<file path="config.mk">
export PLATFORM = sky130hd
export DESIGN_NAME = axi_rdma_burst
export DESIGN_NICKNAME = d
export VERILOG_FILES = /design/src/rtl/axi_rdma_burst.sv
export SDC_FILE = /design/constraint.sdc
export NUM_CORES = 1
export LEC_CHECK = 0
export CORE_ASPECT_RATIO = 1.4
export CORE_UTILIZATION = 66
export DETAILED_ROUTE_END_ITERATION = 8
export PLACE_DENSITY = 0.85
export SKIP_CTS_REPAIR_TIMING = 1
export SLEW_MARGIN = 20
export SYNTH_ARGS = -nofsm -noshare
export SYNTH_HDL_FRONTEND = slang
export SYNTH_SLANG_ARGS = --single-unit
</file>
<file path="constraint.sdc">
create_clock -name clk -period 13.3 [get_ports clk]
set_input_delay 2.66 -clock clk [delete_from_list [all_inputs] [get_ports clk]]
set_output_delay 2.66 -clock clk [all_outputs]
set_load 0.005 [all_outputs]
</file>
<file path="src/rtl/axi_rdma_burst.sv">
// AXI4 read DMA: splits a beat count into 4 KB-safe INCR bursts and streams the data out on AXI4-Stream.
// Latency: AR valid 1 cycle after start; R beat visible on the stream 1 cycle after its handshake; done 1 cycle after last beat.
// Backpressure: tready only stalls the drain; R is never stalled because AR issue is gated by buffer credits.
module axi_rdma_burst #(
  parameter int DATA_WIDTH = 32,
  parameter int ADDR_WIDTH = 32,
  parameter int LEN_WIDTH  = 16,
  parameter int MAX_BURST  = 16,
  parameter int FIFO_DEPTH = 32
) (
  input  logic                  clk,
  input  logic                  reset,
  input  logic                  start,
  input  logic [ADDR_WIDTH-1:0] src_addr,
  input  logic [LEN_WIDTH-1:0]  num_beats,
  output logic                  busy,
  output logic                  done,
  output logic                  error,
  output logic [ADDR_WIDTH-1:0] m_axi_araddr,
  output logic [7:0]            m_axi_arlen,
  output logic [2:0]            m_axi_arsize,
  output logic [1:0]            m_axi_arburst,
  output logic                  m_axi_arvalid,
  input  logic                  m_axi_arready,
  input  logic [DATA_WIDTH-1:0] m_axi_rdata,
  input  logic [1:0]            m_axi_rresp,
  input  logic                  m_axi_rlast,
  input  logic                  m_axi_rvalid,
  output logic                  m_axi_rready,
  output logic [DATA_WIDTH-1:0] m_axis_tdata,
  output logic                  m_axis_tvalid,
  input  logic                  m_axis_tready,
  output logic                  m_axis_tlast
);
  localparam int BYTES = DATA_WIDTH / 8;
  localparam int SZ    = $clog2(BYTES);
  // Pointer width is at least 1 so a depth-1 buffer still has a legal index; capacity is enforced by credits.
  localparam int PW    = (FIFO_DEPTH > 1) ? $clog2(FIFO_DEPTH) : 1;
  localparam int CW    = PW + 1;

  localparam logic [1:0] S_IDLE = 2'd0;
  localparam logic [1:0] S_RUN  = 2'd1;
  localparam logic [1:0] S_DONE = 2'd2;

  logic [1:0]            r_state;
  logic [ADDR_WIDTH-1:0] r_addr;
  logic [LEN_WIDTH-1:0]  r_req_left;
  logic [LEN_WIDTH-1:0]  r_total;
  logic [LEN_WIDTH-1:0]  r_out_cnt;
  logic [CW-1:0]         r_reserved;
  logic [CW-1:0]         r_count;
  logic [PW-1:0]         r_wptr;
  logic [PW-1:0]         r_rptr;
  logic                  r_error;
  logic [DATA_WIDTH-1:0] r_mem [2**PW];

  logic [12:0] w_to_4k;
  logic [31:0] w_len;
  logic [31:0] w_credits;
  logic        w_arvalid;
  logic        w_ar_hs;
  logic        w_push;
  logic        w_pop;
  logic        w_tvalid;
  logic        w_last;
  logic        w_busy;
  logic        w_unused;

  // rlast and rresp[0] carry no information this engine acts on; beats are counted instead.
  assign w_unused = ^{m_axi_rlast, m_axi_rresp[0]};

  // Burst length: smallest of the burst cap, what is left to request and the room before the next 4 KB page.
  always_comb begin
    w_to_4k = (13'd4096 - {1'b0, r_addr[11:0]}) >> SZ;
    w_len   = 32'(MAX_BURST);
    if (32'(r_req_left) < w_len) w_len = 32'(r_req_left);
    if (32'(w_to_4k) < w_len)    w_len = 32'(w_to_4k);
  end

  // Credits count buffer slots not yet filled or promised to an outstanding burst.
  assign w_credits = 32'(FIFO_DEPTH) - 32'(r_count) - 32'(r_reserved);
  // AR only depends on registered state, so it cannot be withdrawn before arready: credits only grow while waiting.
  assign w_arvalid = (r_state == S_RUN) && (r_req_left != '0) && (w_credits >= w_len);
  assign w_ar_hs   = w_arvalid && m_axi_arready;
  assign w_busy    = (r_state != S_IDLE);
  assign w_push    = m_axi_rvalid && w_busy;
  assign w_tvalid  = (r_count != '0);
  assign w_pop     = w_tvalid && m_axis_tready;
  assign w_last    = w_tvalid && (r_out_cnt == r_total - LEN_WIDTH'(1));

  assign busy          = w_busy;
  assign done          = (r_state == S_DONE);
  assign error         = r_error;
  assign m_axi_arvalid = w_arvalid;
  assign m_axi_araddr  = w_arvalid ? r_addr : '0;
  assign m_axi_arlen   = w_arvalid ? 8'(w_len - 32'd1) : 8'd0;
  assign m_axi_arsize  = 3'(SZ);
  assign m_axi_arburst = 2'b01;
  assign m_axi_rready  = w_busy;
  assign m_axis_tvalid = w_tvalid;
  assign m_axis_tdata  = w_tvalid ? r_mem[r_rptr] : '0;
  assign m_axis_tlast  = w_last;

  // Control FSM, request address/count bookkeeping, output beat counter and sticky error.
  always_ff @(posedge clk) begin
    if (reset) begin
      r_state    <= S_IDLE;
      r_addr     <= '0;
      r_req_left <= '0;
      r_total    <= '0;
      r_out_cnt  <= '0;
      r_error    <= 1'b0;
    end else begin
      case (r_state)
        S_IDLE: begin
          if (start) begin
            r_addr     <= {src_addr[ADDR_WIDTH-1:SZ], {SZ{1'b0}}};
            r_req_left <= num_beats;
            r_total    <= num_beats;
            r_out_cnt  <= '0;
            r_error    <= 1'b0;
            r_state    <= (num_beats == '0) ? S_DONE : S_RUN;
          end
        end
        S_RUN: begin
          if (w_ar_hs) begin
            r_addr     <= r_addr + ADDR_WIDTH'(w_len << SZ);
            r_req_left <= r_req_left - LEN_WIDTH'(w_len);
          end
          if (w_pop) r_out_cnt <= r_out_cnt + LEN_WIDTH'(1);
          if (w_pop && w_last) r_state <= S_DONE;
        end
        S_DONE:  r_state <= S_IDLE;
        default: r_state <= S_IDLE;
      endcase
      if (w_push && m_axi_rresp[1]) r_error <= 1'b1;
    end
  end

  // Credit accounting: a burst reserves its beats at AR, each R beat moves one from reserved to occupied.
  always_ff @(posedge clk) begin
    if (reset) begin
      r_reserved <= '0;
      r_count    <= '0;
    end else begin
      r_reserved <= r_reserved + (w_ar_hs ? CW'(w_len) : CW'(0)) - CW'(w_push);
      r_count    <= r_count + CW'(w_push) - CW'(w_pop);
    end
  end

  // Buffer pointers; a simultaneous push and pop advances both and leaves the occupancy unchanged.
  always_ff @(posedge clk) begin
    if (reset) begin
      r_wptr <= '0;
      r_rptr <= '0;
    end else begin
      if (w_push) r_wptr <= r_wptr + PW'(1);
      if (w_pop)  r_rptr <= r_rptr + PW'(1);
    end
  end

  // Buffer storage; stale contents are never visible because tdata is masked when empty.
  always_ff @(posedge clk) begin
    if (w_push) r_mem[r_wptr] <= m_axi_rdata;
  end

endmodule

</file>
==> results.json <==
{
  "cts-root-buf": "clkbuf_16",
  "wirelength_um": 135000,
  "avgSynthCellArea_um2": 17.8,
  "p_int_w": 0.00711,
  "syn_area_um2": 47900,
  "end_kind": "output pin",
  "dpl_worst_slack_ns": 5.12,
  "core_area_um2": 71700,
  "synthTopCellsByCount": "edfxtp_1, mux4_2, nor2_1",
  "fmax_ghz": 0.113,
  "synth-edff-count": 1024,
  "antenna_found_initial": 4,
  "nFillCells": 3709,
  "die_area_um2": 73700,
  "fin_util_pct": 75.7,
  "hold_path.class": "flop to flop",
  "cts_inserted_buffers": 100,
  "seq_area_um2": 32900,
  "synth_warnings": 0,
  "switching_power_w": 0.00313,
  "synth_top_area_share_pct": 64.2,
  "dp.cells": 3735,
  "total_power_w": 0.0102,
  "rsz0062_at_grt": "no",
  "maxSlewHeadroom_pct": 16.7,
  "fin_ws_ns": 4.42,
  "postSynthCellCount": 2692,
  "combPwrFrac_pct": 31.0,
  "worst-setup-path-type": "flop to output pin",
  "fin_crit_ns": 8.88,
  "cts_tree": "built",
  "fin_crit_sh_pct": 66.8,
  "ir_worst_vdd_mv": 0.157,
  "crit_arrival_ns": 6.22,
  "fp-row-count": 116,
  "finalSetupViolations": 0,
  "leakage_nw": 17.4,
  "maxCapViolCount": 0,
  "finalNonFillerCells": 3925,
  "tightest_slew_ns": 1.25,
  "h-tree-depth": 3,
  "place_congestion": 0.955,
  "clock_power_share_pct": 29.6,
  "synthToLayoutAreaGrowth_pct": 13.2,
  "ys.flop_type": "edfxtp_1",
  "cts_buffer_depth": 3,
  "clkSinkCount": 1132,
  "overflow": 0,
  "cp.required_ns": 10.64,
  "chipHeight_um": 321,
  "drtIter0Drc": 3864,
  "async_flop_share_pct": 0,
  "wl_per_cell_um": 34.3,
  "grt_pass1_wl_um": 195000,
  "synth_top_cell_by_area": "edfxtp_1",
  "clk-insertion-delay-late_ns": 0.69,
  "die_w_um": 230,
  "finalMaxSlewViolations": 0,
  "multi_input_area_um2": 14500,
  "drc_errors": 0,
  "start_kind": "flop",
  "skew_ns": 0.0275,
  "hpwl_um": 71000,
  "fin_nets": 3079,
  "first_pass_iters": 6,
  "cp_max_fo": 43,
  "ant_nets": 0,
  "io_buffer_count": 161,
  "track_usage_pct": 37.4,
  "synth_cell_types": 89,
  "grt_max_degree": 171,
  "tns_ns": 0,
  "viasPerCell": 7.18,
  "path_clk_slew_ns": 0.06,
  "drive_gt1_share_pct": 20.5,
  "power.density_nw_per_um2": 189,
  "grt_pass1_vias": 28981,
  "ios": 173,
  "synth.area.top_cells": "edfxtp_1, mux4_2, dfxtp_1",
  "route.vias.total": 28195,
  "yosysMostFrequentCell": "edfxtp_1",
  "p_seq_share_pct": 39.4,
  "p_sw_share_pct": 30.6,
  "status": "completed",
  "ys_ff_latch": 1132,
  "hold_viol": 0,
  "yosysSeqAreaShare_pct": 68.7,
  "start_util_pct": 66.8
}
## final timing paths
path | from | endpoint | slack (ns) | depth (start not counted)
max | r_req_left[15] | m_axi_araddr[19] | 4.42 | 21
min | r_total[8] | r_total[8] | 0.48 | 2
max reg2reg | r_req_left[15] | r_reserved[5] | 5.78 | 30
min reg2reg | r_total[8] | r_total[8] | 0.48 | 2
## registers in the layout, summed over array words and instances, names as in the netlist, named ones only
name / flops
r_mem: 1024
r_addr: 30
r_out_cnt: 16
r_req_left: 16
r_total: 16
r_count: 6
r_reserved: 6
r_rptr: 5
r_wptr: 5
r_state: 2
error: 1
## metrics by stage
step           cell area, um^2  hold slack, ns
5_1_grt                  54200           0.520
3_3_place_gp             50900           0.467
2_1_floorplan            48000           0.446
6_report                 54300           0.482
4_1_cts                  54300           0.480
3_5_place_dp             50900           0.472
## routing by layer
metal  up-vias  GRT usage (%)  share of wire, %
met2      2284           63.6                51
met3       513           6.98               9.8
met5         -              0            0.0097
met1     14226           44.2                32
li1      11170              -                 -
met4         2           24.0               6.8
## power groups by stage
stage | clock network (W) | logic [W] | registers (W)
after global placement | 0 | 0.00297 | 0.00411
after CTS | 0.00304 | 0.00317 | 0.00404
final | 0.00303 | 0.00318 | 0.00404
after global routing | 0.00316 | 0.00344 | 0.00405
after detailed placement | 0 | 0.00309 | 0.00411
after floorplan | 0 | 0.00224 | 0.00405
## logic make-up (layout without fill, tap and decap cells)
| group | after synthesis | count (layout) | synth area share (%) |
|---|---|---|---|
| xor+xnor | 94 | 94 | 1.72 |
| flops | 1132 | 1132 | 68.7 |
| mux | 355 | 355 | 15.8 |
| fa+ha+maj | 97 | 97 | 2.61 |
| other cells | 2 | 31 | 0.0157 |
| buf+inv | 203 | 463 | 1.78 |
| compound gates | 280 | 280 | 4.08 |
| simple gates | 529 | 529 | 5.36 |
## cells in the final DEF (no fill, tap or decap), types with 7 or more instances in the layout
master	netlist	routed
clkinv_2	0	14
o211a_1	9	9
nor3_1	14	14
or3_1	13	13
nor2b_1	13	12
edfxtp_1	1024	1024
a31oi_1	17	17
clkbuf_16	0	107
o31ai_1	7	7
clkinvlp_4	0	11
and3_1	13	12
mux4_2	320	320
buf_4	8	51
mux2i_1	35	35
nand2_1	146	146
a21oi_1	81	80
inv_1	62	62
clkbuf_1	84	18
nor2_1	169	137
a21o_1	28	28
nor4_1	12	12
clkdlybuf4s50_1	0	156
conb_1	2	27
o211ai_1	13	13
bufinv_16	0	10
o21a_1	10	10
or4_1	10	10
nand4_1	23	23
xor2_1	44	44
nand2b_1	10	9
xnor2_1	50	50
dfxtp_1	108	103
a311oi_1	9	9
a211oi_1	7	7
and2_1	44	44
ha_1	92	92
o21ai_0	44	44
nor2_4	0	32
nand3_1	32	32
clkinv_1	0	14
## worst max-delay path, cell delays in order (launching register included)
cell             delay, ns
dfxtp_1               0.33
or4_4                 0.60
nor3_4                0.42
nand2_1               0.13
ha_1                  0.22
or3b_2                0.47
nor4_4                0.20
o2111ai_2             0.26
nand2_1               0.38
nand2_1               0.09
o21ai_0               0.08
buf_4                 0.19
inv_1                 0.15
ha_1                  0.32
a21o_1                0.17
a31o_2                0.23
a21oi_1               0.14
o31ai_1               0.10
o2bb2ai_2             0.15
buf_4                 0.24
and2_1                0.21
clkdlybuf4s50_1       0.44
## area by class of cell
class,count,area share (%)
clock buffers,128,5.14
well taps,944,2.18
multi-input cells,1382,26.8
flip-flops and latches,1132,60.7
clock inverters,58,1.08
diodes,4,0.0185
inverters,63,0.436
repair buffers,214,3.70
(Power assumes the default switching activity.)
